### config.mk
export PLATFORM = sky130hd
export DESIGN_NAME = mem_wb_skid_reg
export DESIGN_NICKNAME = d
export VERILOG_FILES = /design/src/rtl/core_pkg.sv /design/src/rtl/skid_buf_2.sv /design/src/rtl/mem_wb_skid_reg.sv
export SDC_FILE = /design/constraint.sdc
export NUM_CORES = 1
export LEC_CHECK = 0
export CORE_MARGIN = 1.5
export CORE_UTILIZATION = 35
export DETAILED_ROUTE_END_ITERATION = 8
export PLACE_DENSITY = 0.68
export SLEW_MARGIN = 10
export SYNTH_ARGS = -nofsm -noshare
export SYNTH_HDL_FRONTEND = slang
export SYNTH_SLANG_ARGS = --single-unit
### constraint.sdc
create_clock -name clk -period 1.6 [get_ports clk]
set_input_delay 0.24 -clock clk [delete_from_list [all_inputs] [get_ports clk]]
set_output_delay 0.24 -clock clk [all_outputs]
set_load 0.03 [all_outputs]
### src/rtl/core_pkg.sv
// Shared types and defaults for the MEM/WB write-back path.
package core_pkg;

  localparam int unsigned DATA_W_DEF = 32;
  localparam int unsigned DEST_W_DEF = 4;

  typedef struct packed {
    logic                  wb_en;
    logic                  mem_r_en;
    logic [DATA_W_DEF-1:0] alu_res;
    logic [DATA_W_DEF-1:0] mem;
    logic [DEST_W_DEF-1:0] dest;
  } wb_bundle_t;

  localparam int unsigned PAYLOAD_W = $bits(wb_bundle_t);

  typedef enum logic [1:0] {
    ST_EMPTY,
    ST_ONE,
    ST_FULL
  } skid_state_e;

  function automatic int unsigned payload_w(input int unsigned data_w,
                                            input int unsigned dest_w);
    return 2 + 2 * data_w + dest_w;
  endfunction

endpackage

### src/rtl/skid_buf_2.sv
// Generic valid/ready buffer: 2-entry skid (registered ready) or single register.
module skid_buf_2
  import core_pkg::*;
#(
  parameter int unsigned W    = PAYLOAD_W,
  parameter bit          SKID = 1'b1
) (
  input  logic         clk_i,
  input  logic         rst_i,
  input  logic         flush_i,
  input  logic         in_valid_i,
  output logic         in_ready_o,
  input  logic [W-1:0] in_data_i,
  output logic         out_valid_o,
  input  logic         out_ready_i,
  output logic [W-1:0] out_data_o
);

  skid_state_e  state_q, state_d;
  logic [W-1:0] main_q, main_d;
  logic         accept, drain;

  assign out_valid_o = (state_q != ST_EMPTY);
  assign out_data_o  = main_q;
  assign drain       = out_valid_o & out_ready_i;
  assign accept      = in_valid_i & in_ready_o;

  if (SKID) begin : g_skid
    logic [W-1:0] skid_q, skid_d;

    assign in_ready_o = !rst_i && (state_q != ST_FULL);

    always_comb begin
      state_d = state_q;
      main_d  = main_q;
      skid_d  = skid_q;
      if (flush_i) begin
        state_d = ST_EMPTY;
      end else begin
        unique case (state_q)
          ST_EMPTY: begin
            if (accept) begin
              main_d  = in_data_i;
              state_d = ST_ONE;
            end
          end
          ST_ONE: begin
            if (accept && drain) begin
              main_d = in_data_i;
            end else if (accept) begin
              skid_d  = in_data_i;
              state_d = ST_FULL;
            end else if (drain) begin
              state_d = ST_EMPTY;
            end
          end
          ST_FULL: begin
            if (drain) begin
              main_d  = skid_q;
              state_d = ST_ONE;
            end
          end
          default: state_d = ST_EMPTY;
        endcase
      end
    end

    always_ff @(posedge clk_i) begin
      if (rst_i) skid_q <= '0;
      else       skid_q <= skid_d;
    end
  end else begin : g_noskid
    assign in_ready_o = !rst_i && (!out_valid_o || out_ready_i);

    always_comb begin
      state_d = state_q;
      main_d  = main_q;
      if (flush_i) begin
        state_d = ST_EMPTY;
      end else if (accept) begin
        main_d  = in_data_i;
        state_d = ST_ONE;
      end else if (drain) begin
        state_d = ST_EMPTY;
      end
    end
  end

  // Flush only resets occupancy; held data stays visible (but invalid).
  always_ff @(posedge clk_i) begin
    if (rst_i) begin
      state_q <= ST_EMPTY;
      main_q  <= '0;
    end else begin
      state_q <= state_d;
      main_q  <= main_d;
    end
  end

endmodule

### src/rtl/mem_wb_skid_reg.sv
// MEM/WB pipeline register with valid/ready handshake, flush and stall counter.
module mem_wb_skid_reg
  import core_pkg::*;
#(
  parameter int unsigned DATA_W = DATA_W_DEF,
  parameter int unsigned DEST_W = DEST_W_DEF,
  parameter bit          SKID   = 1'b1,
  parameter int unsigned CNT_W  = 16
) (
  input  logic              clk,
  input  logic              rst,
  input  logic              flush,
  input  logic              in_valid,
  output logic              in_ready,
  input  logic              WB_EN_in,
  input  logic              MEM_R_EN_in,
  input  logic [DATA_W-1:0] ALU_res_in,
  input  logic [DATA_W-1:0] mem_in,
  input  logic [DEST_W-1:0] Dest_in,
  output logic              out_valid,
  input  logic              out_ready,
  output logic              WB_EN_out,
  output logic              MEM_R_EN_out,
  output logic [DATA_W-1:0] ALU_res_out,
  output logic [DATA_W-1:0] mem_out,
  output logic [DEST_W-1:0] Dest_out,
  output logic [CNT_W-1:0]  stall_cnt
);

  localparam int unsigned PW = payload_w(DATA_W, DEST_W);

  logic [PW-1:0]    in_pl, out_pl;
  logic [CNT_W-1:0] stall_q, stall_d;

  assign in_pl = {WB_EN_in, MEM_R_EN_in, ALU_res_in, mem_in, Dest_in};

  skid_buf_2 #(
    .W    (PW),
    .SKID (SKID)
  ) u_buf (
    .clk_i       (clk),
    .rst_i       (rst),
    .flush_i     (flush),
    .in_valid_i  (in_valid),
    .in_ready_o  (in_ready),
    .in_data_i   (in_pl),
    .out_valid_o (out_valid),
    .out_ready_i (out_ready),
    .out_data_o  (out_pl)
  );

  // Control bits are qualified by valid so a stale entry never writes back.
  assign WB_EN_out    = out_valid & out_pl[PW-1];
  assign MEM_R_EN_out = out_valid & out_pl[PW-2];
  assign ALU_res_out  = out_pl[DEST_W+DATA_W +: DATA_W];
  assign mem_out      = out_pl[DEST_W +: DATA_W];
  assign Dest_out     = out_pl[DEST_W-1:0];

  always_comb begin
    stall_d = stall_q;
    if (out_valid && !out_ready && (stall_q != '1)) stall_d = stall_q + 1'b1;
  end

  always_ff @(posedge clk) begin
    if (rst) stall_q <= '0;
    else     stall_q <= stall_d;
  end

  assign stall_cnt = stall_q;

endmodule

# Word-level counts from Yosys, hierarchy flattened
# Cells that the tools add are included.
# word_totals
reg_bits	158
latch_bits	0
ramBits	0
romBits	0
in_bits	75
output_inout_bits	88
word_cells	43
memories	0
# classes
addsub	1
multipliers	0
div_mod_pow	0
order_cmp	0
eq_ne	9
n_shift	0
muxes	10
bitwise_logic	6
n_reduce_logical	13
# op_table
operator	n
$mux 70	3
$pmux 70 s3	1
$add 16x1->16 const B	1
$ne 16x16->1 const B	1
$mux 2	5
$reduce_and 4->1	2
$ne 2x1->1 const B	3
$pmux 2 s3	1
$reduce_and 5->1	1
$and 1x1->1	4
$logic_and 1x1->1	4
$ne 2x2->1 const B	2
$ne 3x1->1 const B	1
$reduce_bool 3->1	1
$eq 2x1->1 const B	1
$eq 2x2->1 const B	1
$logic_not 1->1	2
$logic_not 2->1	1
$not 1->1	2
$reduce_bool 2->1	1
$reduce_or 2->1	1

# Depth between registers and ports, before layout
# depth
ltp_word	6
depth_mapped	7

# Cells and area by module
# Synthesis repeated with hierarchy kept, for this count alone.
# hier_totals
cells_unflattened	779
area_unflattened_um2	7562.3
# modules_own_cells
module	instances	cells_per_inst	area_per_inst_um2	seq_area_each_um2
skid_buf_2	1	677	6668.9	2842.7
mem_wb_skid_reg	1	102	893.4	320.3

# Worst setup path after synthesis
# OpenSTA, ideal clock, no wires.
# synth_path
kind	register -> register
startpoint	register stall_q[4] (netlist: stall_cnt[4])
endpoint	register stall_q[15] (netlist: stall_cnt[15])
setup_time_ns	0.121
arrival_time_ns	1.752
setup_slack_ns	-0.273
stages_incl_launch_ff	6
path_buffers	1
synth_period_minus_slack_ns	1.873
cell_sequence	dfxtp_1 -> nand4_1 -> or2_1 -> buf_6 -> nor4_1 -> mux2_2
# synth_via
elab_chain_cells	2
word_cells_on_any_way	3
classes_between	add/sub: 1; eq/ne: 1; reduce/logical: 1
# synth_lines
element	line	source
start, declared	mem_wb_skid_reg.sv:33	logic [CNT_W-1:0] stall_q, stall_d;
start signal, assigned	mem_wb_skid_reg.sv:66	else stall_q <= stall_d;
parallel branches: the longest is 2 deep, another holds $add 16x1->16	-	
# Parallel ways; which one is timed is not known.
# A chain may end at the register's enable or synchronous reset.

# Final worst setup path
# layout_path
startpoint	register u_buf.state_q[1]
endpoint	register u_buf.main_q[15] (netlist: u_buf.out_data_o[15])
# layout_via
elab_chain_cells	6
word_cells_on_any_way	15
classes_between	eq/ne: 6; mux: 1; bitwise: 2; reduce/logical: 6
# layout_lines
element	line	source
start, declared	skid_buf_2.sv:19	skid_state_e state_q, state_d;
start signal, assigned	skid_buf_2.sv:95	state_q <= state_d;
$ne 2x2->1	skid_buf_2.sv:31	assign in_ready_o = !rst_i && (state_q != ST_FULL);
$logic_and 1x1->1	skid_buf_2.sv:31	
$and 1x1->1	skid_buf_2.sv:26	assign accept = in_valid_i & in_ready_o;
$logic_and 1x1->1	skid_buf_2.sv:48	if (accept && drain) begin
$ne 2x1->1 (no line)	-	
$reduce_and 5->1 (no line)	-	
end signal, assigned	skid_buf_2.sv:96	main_q <= main_d;
end, declared	skid_buf_2.sv:20	logic [W-1:0] main_q, main_d;
# Parallel ways exist; a longest one is shown, timed or not.

==> run_results.csv <==
group,metric,value,unit
run_status,status,"finished, violations left",
run_status,violations,"negative setup slack",
die,core_area,21100,µm²
timing,holdWs,0.152,ns
setup_path,r2r_start,"u_buf.state_q[1]$_SDFFE_PP0P_",
clocking,ctsHoldBuffers,0,
timing,relSlewSlack,0.631,
logic_synthesis,yosys.area.top_type,"dfxtp_1",
placement,port_buffers,162,
clocking,insertion_delay,0.42,ns
die,start_util,0.357,
cells_and_area,layout_commonest_cell,"nand2_1",
routing,dr.first_iter.drc_count,370,
setup_path,crit_required,1.89,ns
logic_synthesis,mappedNetlistArea,7530,µm²
logic_synthesis,syn_inst,922,
setup_path,path_class,"reg -> reg",
die,die_area,22400,µm²
grt,grt_pass1_vias,6368,
logic_synthesis,synth_top_family_by_area,"compound AO/OA/AOI/OAI gates",
logic_synthesis,syn_nets,998,
clocking,cts_buffer_depth,2,
grt,grtUsageTotal,0.184,
routing,ant_nets,0,
die,die_h,150,µm
timing,slew_violations,0,
timing,min_period_over_period,1.06,
placement,gp_congestion,0.748,
cells_and_area,finalNetCount,1105,
pwr,leakage,4.52,nW
pwr,seq_power_share,0.433,
routing,via_per_inst,5.15,
die,ios,163,
clocking,tritoncts,"done",
logic_synthesis,avgSynthCellArea,8.16,µm²
logic_synthesis,synth_warnings,0,
logic_synthesis,synthFlopType,"dfxtp_1",
cells_and_area,syn_to_final_growth,39.3,%
min_path,min_to,"u_buf.state_q[0]$_SDFFE_PP0P_",
placement,placed_cells,1260,
timing,rsz0062_at_grt,"true",
setup_path,worstPathMaxFanout,15,
clocking,cts.reportedPaths.clkPinSlew,0.06,ns
logic_synthesis,ys_types,40,
die,die_width,150,µm
setup_path,crit_start,"u_buf.state_q[1]$_SDFFE_PP0P_",
logic_synthesis,synth.area.top_cells,"dfxtp_1, nand2_1, buf_4, o311a_1, a21oi_1",
min_path,min_path_type,"in -> reg",
clocking,cts_made_buffers,17,
logic_synthesis,synthSimpleGateAreaFrac,0.180,
routing,vias,6791,
setup_path,r2r_end,"u_buf.out_data_o[15]$_SDFFE_PP0P_",
job,drv_cap,0,
timing,fmax,0.589,GHz
routing,dr.pass1.iters,5,
grt,antenna_found_initial,1,
cells_and_area,final_cell_mix,"nand2_1, dfxtp_1, dlygate4sd2_1",
grt,grt_pass1_wl,32700,µm
pwr,pwr-share-clk,0.438,
setup_path,r2r_cells,8,
cells_and_area,layout-drive-gt1-share,0.184,
placement,dp_hpwl,12600,µm
clocking,cts-root-buf,"clkbuf_16",
grt,grt_max_degree,95,
pwr,p_sw_frac,0.257,
routing,drt-total-wl,22000,µm
setup_path,startpoint_type,"flop",
logic_synthesis,synth-compound-area-share,0.231,
cells_and_area,fillCellCount,1995,
timing,fin_skew,0.0129,ns
pwr,powerDensity,896,nW/µm²
logic_synthesis,ys_ff_latch,158,
logic_synthesis,yosysSeqAreaShare,0.420,
placement,place_ws,-0.468,ns
grt,grt_remaining_overflow,0,
logic_synthesis,synthAdderAreaFrac,0.00166,
logic_synthesis,synth-edff-count,0,
timing,final-setup-viol-count,67,
timing,tightest_slew,0.554,ns
timing,hold_viol_final,0,
pwr,p_sw,0.00241,W
clocking,cts_max_level,4,
timing,fin_ws,-0.0977,ns
timing,final.min_clock_period,1.70,ns
cells_and_area,fin_cells,1318,
die,rows,53,
setup_path,crit_arrival,1.99,ns
setup_path,reg2reg_setup_slack,-0.1,ns
routing,drc_errors,0,
logic_synthesis,synth_xor_area_frac,0,
logic_synthesis,synth_mux_area_frac,0.0494,
min_path,hold_depth,3,
pwr,power_frac_comb,0.130,
logic_synthesis,async_reset_ff_frac,0,
logic_synthesis,yosysTopAreaCellShare,0.420,
min_path,hp-start,"rst",
pwr,p_int,0.00698,W
pwr,peakVddDrop,677,µV
clocking,cts_sinks,158,
setup_path,critical_path.endpoint_type,"flop",
routing,drt-wirelength-per-cell,16.7,µm
==> metal layers <==
| layer | up-vias | global-route usage | share of wire |
|---|---|---|---|
| li1 | 3363 | - | - |
| met1 | 3224 | 0.232 | 0.45 |
| met2 | 173 | 0.306 | 0.49 |
| met3 | 31 | 0.0424 | 0.043 |
| met4 | 0 | 0.0668 | 0.022 |
| met5 | - | 0 | 0 |
==> final cells by class <==
type / count / area [µm²] / share of cell area
multi-input combinational: 607 / 3820 / 0.364
sequential: 158 / 3200 / 0.305
timing repair buffer: 239 / 2490 / 0.237
clock buffer: 22 / 505 / 0.0482
tap: 275 / 344 / 0.0328
clock inverter: 10 / 98.8 / 0.00943
inverter: 6 / 22.5 / 0.00215
antenna: 1 / 2.50 / 0.000239
==> registers in the layout, indices dropped and copies added (netlist names) <==
signal               flops
stall_cnt               16
u_buf.g_skid.skid_q     70
u_buf.out_data_o        70
u_buf.state_q            2
==> cells by family after synthesis <==
logic type,count (synthesis)
DFF,158
adders and majority gates,1
AOI/OAI and AO/OA,236
muxes,36
buffers and inverters,157
and+or+nand+nor,334
==> how the worst max path moves through the flow <==
stage,end,slack (ns),cells past startpoint
after floorplan,stall_cnt[15]$_SDFFE_PP0P_,-0.11,6
after global placement,u_buf.g_skid.skid_q[44]$_SDFFE_PP0P_,-0.44,6
after detailed placement,u_buf.g_skid.skid_q[40]$_SDFFE_PP0P_,-0.47,6
after CTS,MEM_R_EN_out,-0.07,4
after global routing,stall_cnt[11]$_SDFFE_PP0P_,-0.14,4
final,u_buf.out_data_o[15]$_SDFFE_PP0P_,-0.1,8
==> power groups by stage <==
stage                     sequential, W  clock, W  combinational [W]
after global placement          0.00415         0            0.00113
final                           0.00406   0.00411            0.00122
after CTS                       0.00406   0.00418            0.00110
after global routing            0.00407   0.00437            0.00130
after floorplan                 0.00414         0           0.000710
after detailed placement        0.00415         0            0.00114
==> synth_stat cells, drive strengths merged (8+ instances only) <==
library cell  number
buf               99
o41ai             28
dfxtp            158
o21bai            44
mux2               9
nor2              15
clkbuf            52
o211ai            27
nor2b              8
a21oi             77
o311a             44
mux2i             27
nand2            282
==> stage by stage <==
step                 util  area [µm²]  TNS [ns]  total power (W)
floorplan               -        7610    -0.312          0.00486
global placement    0.441        9300    -59.24          0.00528
detailed placement  0.441        9300    -63.00          0.00529
CTS                 0.477       10000     -1.31          0.00935
global route        0.497       10500    -10.17          0.00974
finish              0.497       10500     -2.58          0.00939
==> critical path, cell delays in order (launching register included) <==
cell and delay [ns]:
dfxtp_2 0.35, buf_6 0.11, nor2b_4 0.19, buf_6 0.13, a32oi_4 0.07, buf_12 0.18
clkbuf_16 0.18, o211ai_1 0.24, o41ai_2 0.11
==> repair_timing <==
item / 4_1_cts / 5_1_grt
pin swaps: 13 / 22
resized for setup: 114 / 41
setup buffers: 9 / 7
gates cloned: 2 / 8
endpoints found under the setup margin: 138 / 118
Power figures use the tool's default switching activity.
